[config.mk]
export PLATFORM = sky130hd
export DESIGN_NAME = gcd_stein_flat
export DESIGN_NICKNAME = d
export VERILOG_FILES = /design/src/rtl/gcd_pkg.sv /design/src/rtl/gcd_stein_if.sv /design/src/rtl/gcd_stein_step.sv /design/src/rtl/gcd_stein.sv /design/src/flat_wrapper.sv
export SDC_FILE = /design/constraint.sdc
export NUM_CORES = 1
export LEC_CHECK = 0
export BUFFER_PORTS_ARGS = -buffer_cell sky130_fd_sc_hd__buf_2
export CAP_MARGIN = 30
export CORE_MARGIN = 4
export CORE_UTILIZATION = 40
export DETAILED_ROUTE_END_ITERATION = 16
export HOLD_SLACK_MARGIN = 0.08
export PLACE_DENSITY = 0.59
export SLEW_MARGIN = 20
export SYNTH_ARGS = -nofsm -noshare
export SYNTH_HDL_FRONTEND = slang
export SYNTH_SLANG_ARGS = --single-unit
export TNS_END_PERCENT = 50
[constraint.sdc]
create_clock -name clk_i -period 2.7 [get_ports clk_i]
set_input_delay 0 -clock clk_i [delete_from_list [all_inputs] [get_ports clk_i]]
set_output_delay 0 -clock clk_i [all_outputs]
set_load 0.02 [all_outputs]
[src/rtl/gcd_pkg.sv]
// Shared types and helpers for the binary (Stein) GCD engine.
//   gcd_state_t      : engine FSM state encoding
//   gcd_latency_max  : worst-case accept-to-valid latency for a given operand width
package gcd_pkg;

    typedef enum logic [1:0] {
        IDLE   = 2'd0,
        STRIP  = 2'd1,
        REDUCE = 2'd2,
        DONE   = 2'd3
    } gcd_state_t;

    // Upper bound on cycles from the accept edge to the first valid output cycle.
    function automatic int unsigned gcd_latency_max(input int unsigned width);
        return 4 * width + 3;
    endfunction

endpackage

[src/rtl/gcd_stein_if.sv]
// Request/result handshake bundle for gcd_stein.
//   master : producer/consumer side (drives request, out_ready_i)
//   slave  : engine side (drives in_ready_o and the result)
interface gcd_stein_if #(
    parameter int unsigned WIDTH     = 8,
    parameter int unsigned TAG_WIDTH = 4
);
    logic                 in_valid_i;
    logic                 in_ready_o;
    logic [WIDTH-1:0]     a_i;
    logic [WIDTH-1:0]     b_i;
    logic [TAG_WIDTH-1:0] tag_i;
    logic                 out_valid_o;
    logic                 out_ready_i;
    logic [WIDTH-1:0]     gcd_o;
    logic [TAG_WIDTH-1:0] tag_o;
    logic                 coprime_o;

    modport master (
        output in_valid_i, a_i, b_i, tag_i, out_ready_i,
        input  in_ready_o, out_valid_o, gcd_o, tag_o, coprime_o
    );

    modport slave (
        input  in_valid_i, a_i, b_i, tag_i, out_ready_i,
        output in_ready_o, out_valid_o, gcd_o, tag_o, coprime_o
    );
endinterface

[src/rtl/gcd_stein_step.sv]
// One combinational Stein iteration step.
//   a, b, k     : current operands and common power-of-two count
//   phase       : STRIP or REDUCE (any other value holds the operands)
//   a_nxt/b_nxt/k_nxt : updated values
//   done        : STRIP -> common factor stripped, move to REDUCE
//                 REDUCE -> operands equal, result is valid
//   result      : a << k, meaningful only when REDUCE reports done
module gcd_stein_step
    import gcd_pkg::*;
#(
    parameter int unsigned WIDTH = 8,
    parameter int unsigned KW    = $clog2(WIDTH) + 1
) (
    input  logic [WIDTH-1:0] a,
    input  logic [WIDTH-1:0] b,
    input  logic [KW-1:0]    k,
    input  gcd_state_t       phase,
    output logic [WIDTH-1:0] a_nxt,
    output logic [WIDTH-1:0] b_nxt,
    output logic [KW-1:0]    k_nxt,
    output logic             done,
    output logic [WIDTH-1:0] result
);

    always_comb begin
        a_nxt  = a;
        b_nxt  = b;
        k_nxt  = k;
        done   = 1'b0;
        result = '0;
        if (phase == STRIP) begin
            // Pull out the shared power of two, remembered in k.
            if (!a[0] && !b[0]) begin
                a_nxt = a >> 1;
                b_nxt = b >> 1;
                k_nxt = k + KW'(1);
            end else begin
                done = 1'b1;
            end
        end else if (phase == REDUCE) begin
            // At most one operand is even here; odd-odd differences are even,
            // so a shift always follows a subtraction.
            if (!a[0]) begin
                a_nxt = a >> 1;
            end else if (!b[0]) begin
                b_nxt = b >> 1;
            end else if (a == b) begin
                done   = 1'b1;
                result = a << k;
            end else if (a > b) begin
                a_nxt = a - b;
            end else begin
                b_nxt = b - a;
            end
        end
    end

endmodule

[src/rtl/gcd_stein.sv]
// Binary (Stein) GCD engine, one operation in flight, ready/valid on both sides.
//   clk_i   : clock
//   reset_i : asynchronous active-high reset
//   bus     : request (in_valid_i/in_ready_o/a_i/b_i/tag_i) and
//             result (out_valid_o/out_ready_i/gcd_o/tag_o/coprime_o)
module gcd_stein
    import gcd_pkg::*;
#(
    parameter int unsigned WIDTH     = 8,
    parameter int unsigned TAG_WIDTH = 4
) (
    input  logic        clk_i,
    input  logic        reset_i,
    gcd_stein_if.slave  bus
);

    localparam int unsigned KW      = $clog2(WIDTH) + 1;
    localparam int unsigned LAT_MAX = gcd_latency_max(WIDTH);
    localparam int unsigned LAT_W   = $clog2(LAT_MAX + 1) + 1;

    gcd_state_t           state_q, state_d;
    logic [WIDTH-1:0]     a_q, a_d, b_q, b_d, result_q, result_d;
    logic [KW-1:0]        k_q, k_d;
    logic [TAG_WIDTH-1:0] tag_q, tag_d, tag_out_q, tag_out_d;
    logic [WIDTH-1:0]     gcd_q, gcd_d;
    logic                 coprime_q, coprime_d;
    logic [LAT_W-1:0]     lat_q, lat_d;
    logic                 load_out;

    logic [WIDTH-1:0]     step_a, step_b, step_result;
    logic [KW-1:0]        step_k;
    logic                 step_done;

    gcd_stein_step #(.WIDTH(WIDTH), .KW(KW)) u_step (
        .a      (a_q),
        .b      (b_q),
        .k      (k_q),
        .phase  (state_q),
        .a_nxt  (step_a),
        .b_nxt  (step_b),
        .k_nxt  (step_k),
        .done   (step_done),
        .result (step_result)
    );

    // Handshake flags depend on state only; no out_ready_i -> in_ready_o path.
    assign bus.in_ready_o  = (state_q == IDLE);
    assign bus.out_valid_o = (state_q == DONE);
    assign bus.gcd_o       = gcd_q;
    assign bus.tag_o       = tag_out_q;
    assign bus.coprime_o   = coprime_q;

    // Next-state and datapath update.
    always_comb begin
        state_d   = state_q;
        a_d       = a_q;
        b_d       = b_q;
        k_d       = k_q;
        result_d  = result_q;
        tag_d     = tag_q;
        gcd_d     = gcd_q;
        tag_out_d = tag_out_q;
        coprime_d = coprime_q;
        lat_d     = lat_q;
        load_out  = 1'b0;
        case (state_q)
            IDLE: begin
                lat_d = '0;
                if (bus.in_valid_i) begin
                    a_d   = bus.a_i;
                    b_d   = bus.b_i;
                    tag_d = bus.tag_i;
                    k_d   = '0;
                    lat_d = LAT_W'(1);
                    if (bus.a_i == '0 || bus.b_i == '0) begin
                        result_d = bus.a_i | bus.b_i;
                        state_d  = DONE;
                        load_out = 1'b1;
                    end else begin
                        state_d = STRIP;
                    end
                end
            end
            STRIP, REDUCE: begin
                a_d = step_a;
                b_d = step_b;
                k_d = step_k;
                if (lat_q != '1) begin
                    lat_d = lat_q + LAT_W'(1);
                end
                if (step_done) begin
                    if (state_q == STRIP) begin
                        state_d = REDUCE;
                    end else begin
                        result_d = step_result;
                        state_d  = DONE;
                        load_out = 1'b1;
                    end
                end
            end
            DONE: begin
                if (bus.out_ready_i) begin
                    state_d = IDLE;
                end
            end
            default: state_d = IDLE;
        endcase
        // Result registers change only when a new result is produced.
        if (load_out) begin
            gcd_d     = result_d;
            tag_out_d = tag_d;
            coprime_d = (result_d == WIDTH'(1));
        end
    end

    // State and datapath registers.
    always_ff @(posedge clk_i or posedge reset_i) begin
        if (reset_i) begin
            state_q   <= IDLE;
            a_q       <= '0;
            b_q       <= '0;
            k_q       <= '0;
            result_q  <= '0;
            tag_q     <= '0;
            gcd_q     <= '0;
            tag_out_q <= '0;
            coprime_q <= 1'b0;
            lat_q     <= '0;
        end else begin
            state_q   <= state_d;
            a_q       <= a_d;
            b_q       <= b_d;
            k_q       <= k_d;
            result_q  <= result_d;
            tag_q     <= tag_d;
            gcd_q     <= gcd_d;
            tag_out_q <= tag_out_d;
            coprime_q <= coprime_d;
            lat_q     <= lat_d;
        end
    end

    // Accept-to-valid latency stays within the analytic bound.
    a_latency_bound: assert property (@(posedge clk_i) disable iff (reset_i)
        lat_q <= LAT_W'(LAT_MAX));

    // Shift count never exceeds WIDTH-1.
    a_k_bound: assert property (@(posedge clk_i) disable iff (reset_i)
        k_q <= KW'(WIDTH - 1));

endmodule

[src/flat_wrapper.sv]
// flat-port wrapper written by rule: the top's interface ports become plain ports
module gcd_stein_flat import gcd_pkg::*;
#(
    parameter int unsigned WIDTH     = 8,
    parameter int unsigned TAG_WIDTH = 4
)
  (clk_i, reset_i, bus_in_valid_i, bus_a_i, bus_b_i, bus_tag_i, bus_out_ready_i, bus_in_ready_o, bus_out_valid_o, bus_gcd_o, bus_tag_o, bus_coprime_o);
  gcd_stein_if #(.WIDTH(WIDTH), .TAG_WIDTH(TAG_WIDTH)) bus_i ();
  input  logic clk_i;
  input  logic reset_i;
  input wire logic [$bits(bus_i.in_valid_i)-1:0] bus_in_valid_i;
  input wire logic [$bits(bus_i.a_i)-1:0] bus_a_i;
  input wire logic [$bits(bus_i.b_i)-1:0] bus_b_i;
  input wire logic [$bits(bus_i.tag_i)-1:0] bus_tag_i;
  input wire logic [$bits(bus_i.out_ready_i)-1:0] bus_out_ready_i;
  output wire logic [$bits(bus_i.in_ready_o)-1:0] bus_in_ready_o;
  output wire logic [$bits(bus_i.out_valid_o)-1:0] bus_out_valid_o;
  output wire logic [$bits(bus_i.gcd_o)-1:0] bus_gcd_o;
  output wire logic [$bits(bus_i.tag_o)-1:0] bus_tag_o;
  output wire logic [$bits(bus_i.coprime_o)-1:0] bus_coprime_o;
  assign bus_i.in_valid_i = bus_in_valid_i;
  assign bus_i.a_i = bus_a_i;
  assign bus_i.b_i = bus_b_i;
  assign bus_i.tag_i = bus_tag_i;
  assign bus_i.out_ready_i = bus_out_ready_i;
  assign bus_in_ready_o = bus_i.in_ready_o;
  assign bus_out_valid_o = bus_i.out_valid_o;
  assign bus_gcd_o = bus_i.gcd_o;
  assign bus_tag_o = bus_i.tag_o;
  assign bus_coprime_o = bus_i.coprime_o;
  gcd_stein #(.WIDTH(WIDTH), .TAG_WIDTH(TAG_WIDTH)) u_core (.clk_i(clk_i), .reset_i(reset_i), .bus(bus_i));
endmodule
==> flow_metrics.py <==
metrics = {
    "clock_tree": {
        "cts_tree": "done",
        "cts_root_buf": "clkbuf_8",
        "clock_latency_ps": 310,
        "clk_pin_slew_ps": 100,
        "ctsHtreeMaxLevel": 2,
        "cts_buffers": 5,
        "cts.path.max_buffers": 2,
        "clkSinkCount": 47,
    },
    "floorplanning": {
        "start_util_pct": 41.1,
        "core-area_sq_um": 8680,
        "die_h_um": 102,
        "rows": 34,
        "die_w_um": 102,
        "io_pins": 39,
        "die-area_sq_um": 10500,
    },
    "sta": {
        "rsz0062_at_grt": "true",
        "tns_ps": 0,
        "finalHoldViolations": 0,
        "setup_viol": 0,
        "fin_hold_ws_ps": 108,
        "period_minus_slack_ps": 2620,
        "slew_headroom_pct": 58.8,
        "worstMarginPinSlew_ps": 615,
        "fmax_mhz": 382,
        "finClkSkew_ps": 15.2,
        "slew_violations": 0,
        "finalCritPeriodShare_pct": 96.9,
    },
    "hold_path": {
        "hp-class": "in -> reg",
        "whs_path_depth": 3,
        "min_to": "u_core.b_q[3]",
        "worstHoldStart": "bus_b_i[3]",
    },
    "critical_path": {
        "reg2reg_to": "u_core.bus.coprime_o",
        "crit_required_ps": 2880,
        "r2r_setup_slack_ps": 80,
        "timing.critical_path.fanout_max": 6,
        "worst-setup-path-type": "reg -> reg",
        "worst_setup_path_end_kind": "flop",
        "reg2reg_from": "u_core.a_q[0]",
        "cp-start-kind": "flop",
        "reg2reg_depth": 8,
        "cp.arrival_ps": 2800,
    },
    "route": {
        "wl_met1_um": 4900,
        "antenna_left": 0,
        "wl_per_cell_um": 17.8,
        "wl_met2_um": 5030,
        "dr.pass1.iters": 5,
        "drt_iter0_drc": 215,
        "top_layer": "met4",
        "vias": 3373,
        "wl_met3_um": 468,
        "routed_wl_um": 10600,
        "drc": 0,
        "viasPerCell": 5.67,
    },
    "layout": {
        "regArea_sq_um": 1180,
        "drive_above_1_share_pct": 25.7,
        "multiInputGateArea_sq_um": 2260,
        "fill_cells": 892,
        "final_cells": 595,
        "area_delta_synth_final_pct": 22.9,
        "antenna_cells": 0,
        "nets": 536,
    },
    "placement": {
        "dp.cells": 573,
        "dp.final_hpwl_um": 8320,
        "port_buffers": 38,
        "routabilityCongestion": 0.935,
    },
    "power_and_ir_drop": {
        "p_per_area_nw_per_um2": 278,
        "irDropWorstVdd_v": 0.000163,
        "power.total_uw": 1220,
        "power.static_leakage_uw": 0.00194,
    },
    "synth": {
        "postSynthCellCount": 413,
        "synth_top_area_share_pct": 33.0,
        "synth-main-ff-cell": "dfrtp_1",
        "synth.ff_latch_count": 47,
        "avgSynthCellArea_sq_um": 8.63,
        "yosys_warnings": 0,
        "async_flop_share_pct": 100,
        "ys_seq_area_share_pct": 33.0,
        "synthTopCellsByCount": "dfrtp_1, nor2_1, nand2_1",
        "syn_nets": 462,
        "ys_top_cells_by_area": "dfrtp_1, ha_1, a21oi_1",
        "synth_top_area_cell": "dfrtp_1",
        "synth-edff-count": 0,
        "synth.most_common_cell": "dfrtp_1",
        "ys_types": 62,
        "syn_area_sq_um": 3560,
    },
    "global_routing": {
        "antenna_found_initial": 0,
        "grt_pass1_wl_um": 17000,
        "grt_pass1_vias": 3210,
        "gr-usage-all-layers_pct": 20.9,
        "grt_overflow_total": 0,
        "grt_max_degree": 33,
    },
    "flow_run": {
        "drv_cap": 0,
    },
    "outcome": {
        "status": "complete, no violations",
    },
}
cell usage in the layout, fill, tap and decap left out, drive strengths merged, types with 6 or more instances in the layout:
master and instances:
nor3 12, a21o 8, mux2 11, o22ai 7
mux2i 9, nand2 36, a21oi 33, dfrtp 47
xnor2 6, inv 33, buf 73, ha 23
o31ai 6, o221ai 6, o21ai 37, dlygate4sd3 14
nor2 40
how the worst max path moves through the flow:
stage                       from                    to  cells past startpoint
3_3_place_gp   u_core.state_q[1]  u_core.bus.coprime_o                     10
6_report           u_core.a_q[0]  u_core.bus.coprime_o                      8
5_1_grt            u_core.b_q[0]  u_core.bus.coprime_o                     10
3_5_place_dp       u_core.a_q[0]  u_core.bus.coprime_o                     10
2_1_floorplan      u_core.a_q[0]         u_core.b_q[1]                     12
4_1_cts            u_core.a_q[0]  u_core.bus.coprime_o                      9
report_power, final:
group	internal (uW)	switching, uW	total [uW]
Clock	178	264	442
Sequential	703	0.0172	703
Combinational	31.6	40.7	72.3
Total	913	305	1220
metrics by stage:
stage	util (%)	setup WS (ps)	area (sq um)
after global placement	46.7	114	4050
after detailed placement	46.9	33.9	4070
final	50.5	84.9	4380
after CTS	49.5	12.1	4300
after global routing	50.5	-21.8	4380
after floorplan	-	77.0	3560
worst max-delay path, cell delays in order (launching register included):
cell and delay [ps]:
dfrtp_1 390, inv_1 110, ha_1 280, nand4b_1 250
or3_4 440, or3_4 400, o221a_2 330, a31oi_2 200
o31ai_2 100
layer usage:
| metal | vias up | global-route usage (%) |
|---|---|---|
| met3 | 15 | 2.87 |
| met4 | 0 | 5.45 |
| met5 | - | 0 |
| li1 | 1636 | - |
| met1 | 1625 | 29.3 |
| met2 | 97 | 33.9 |
timing repair:
action | 4_1_cts | 5_1_grt
endpoints found under the hold margin | 37 | 0
hold buffers | 14 | 0
gates resized for setup | 1 | 17
setup endpoints to repair | 1 | 18
pin swaps | 0 | 2
buffers inserted | 0 | 1
area by class of cell:
class | count | area share, %
clock buffer | 5 | 1.57
clock inverter | 2 | 0.314
inverter | 33 | 2.83
multi-input combinational | 313 | 51.5
sequential | 47 | 26.9
tap | 108 | 3.09
timing repair buffer | 87 | 13.8
kinds of logic (layout without fill, tap and decap cells):
| logic type | count (synthesis) | count (layout) | synth area share [%] |
|---|---|---|---|
| and+or+nand+nor | 125 | 125 | 17.5 |
| buffers and inverters | 53 | 127 | 5.86 |
| muxes | 22 | 22 | 7.27 |
| xor gates and xnor gates | 8 | 8 | 1.97 |
| AOI/OAI and AO/OA | 133 | 133 | 25.2 |
| adders and majority gates | 25 | 25 | 9.20 |
| DFF | 47 | 47 | 33.0 |
flip-flops by register name (all words and copies together) (netlist names):
| name | flops |
|---|---|
| u_core.a_q | 8 |
| u_core.b_q | 8 |
| u_core.bus.gcd_o | 8 |
| u_core.result_q | 8 |
| u_core.bus.tag_o | 4 |
| u_core.k_q | 4 |
| u_core.tag_q | 4 |
| u_core.state_q | 2 |
| u_core.bus.coprime_o | 1 |
No activity file was read; power rests on OpenSTA's default activity.
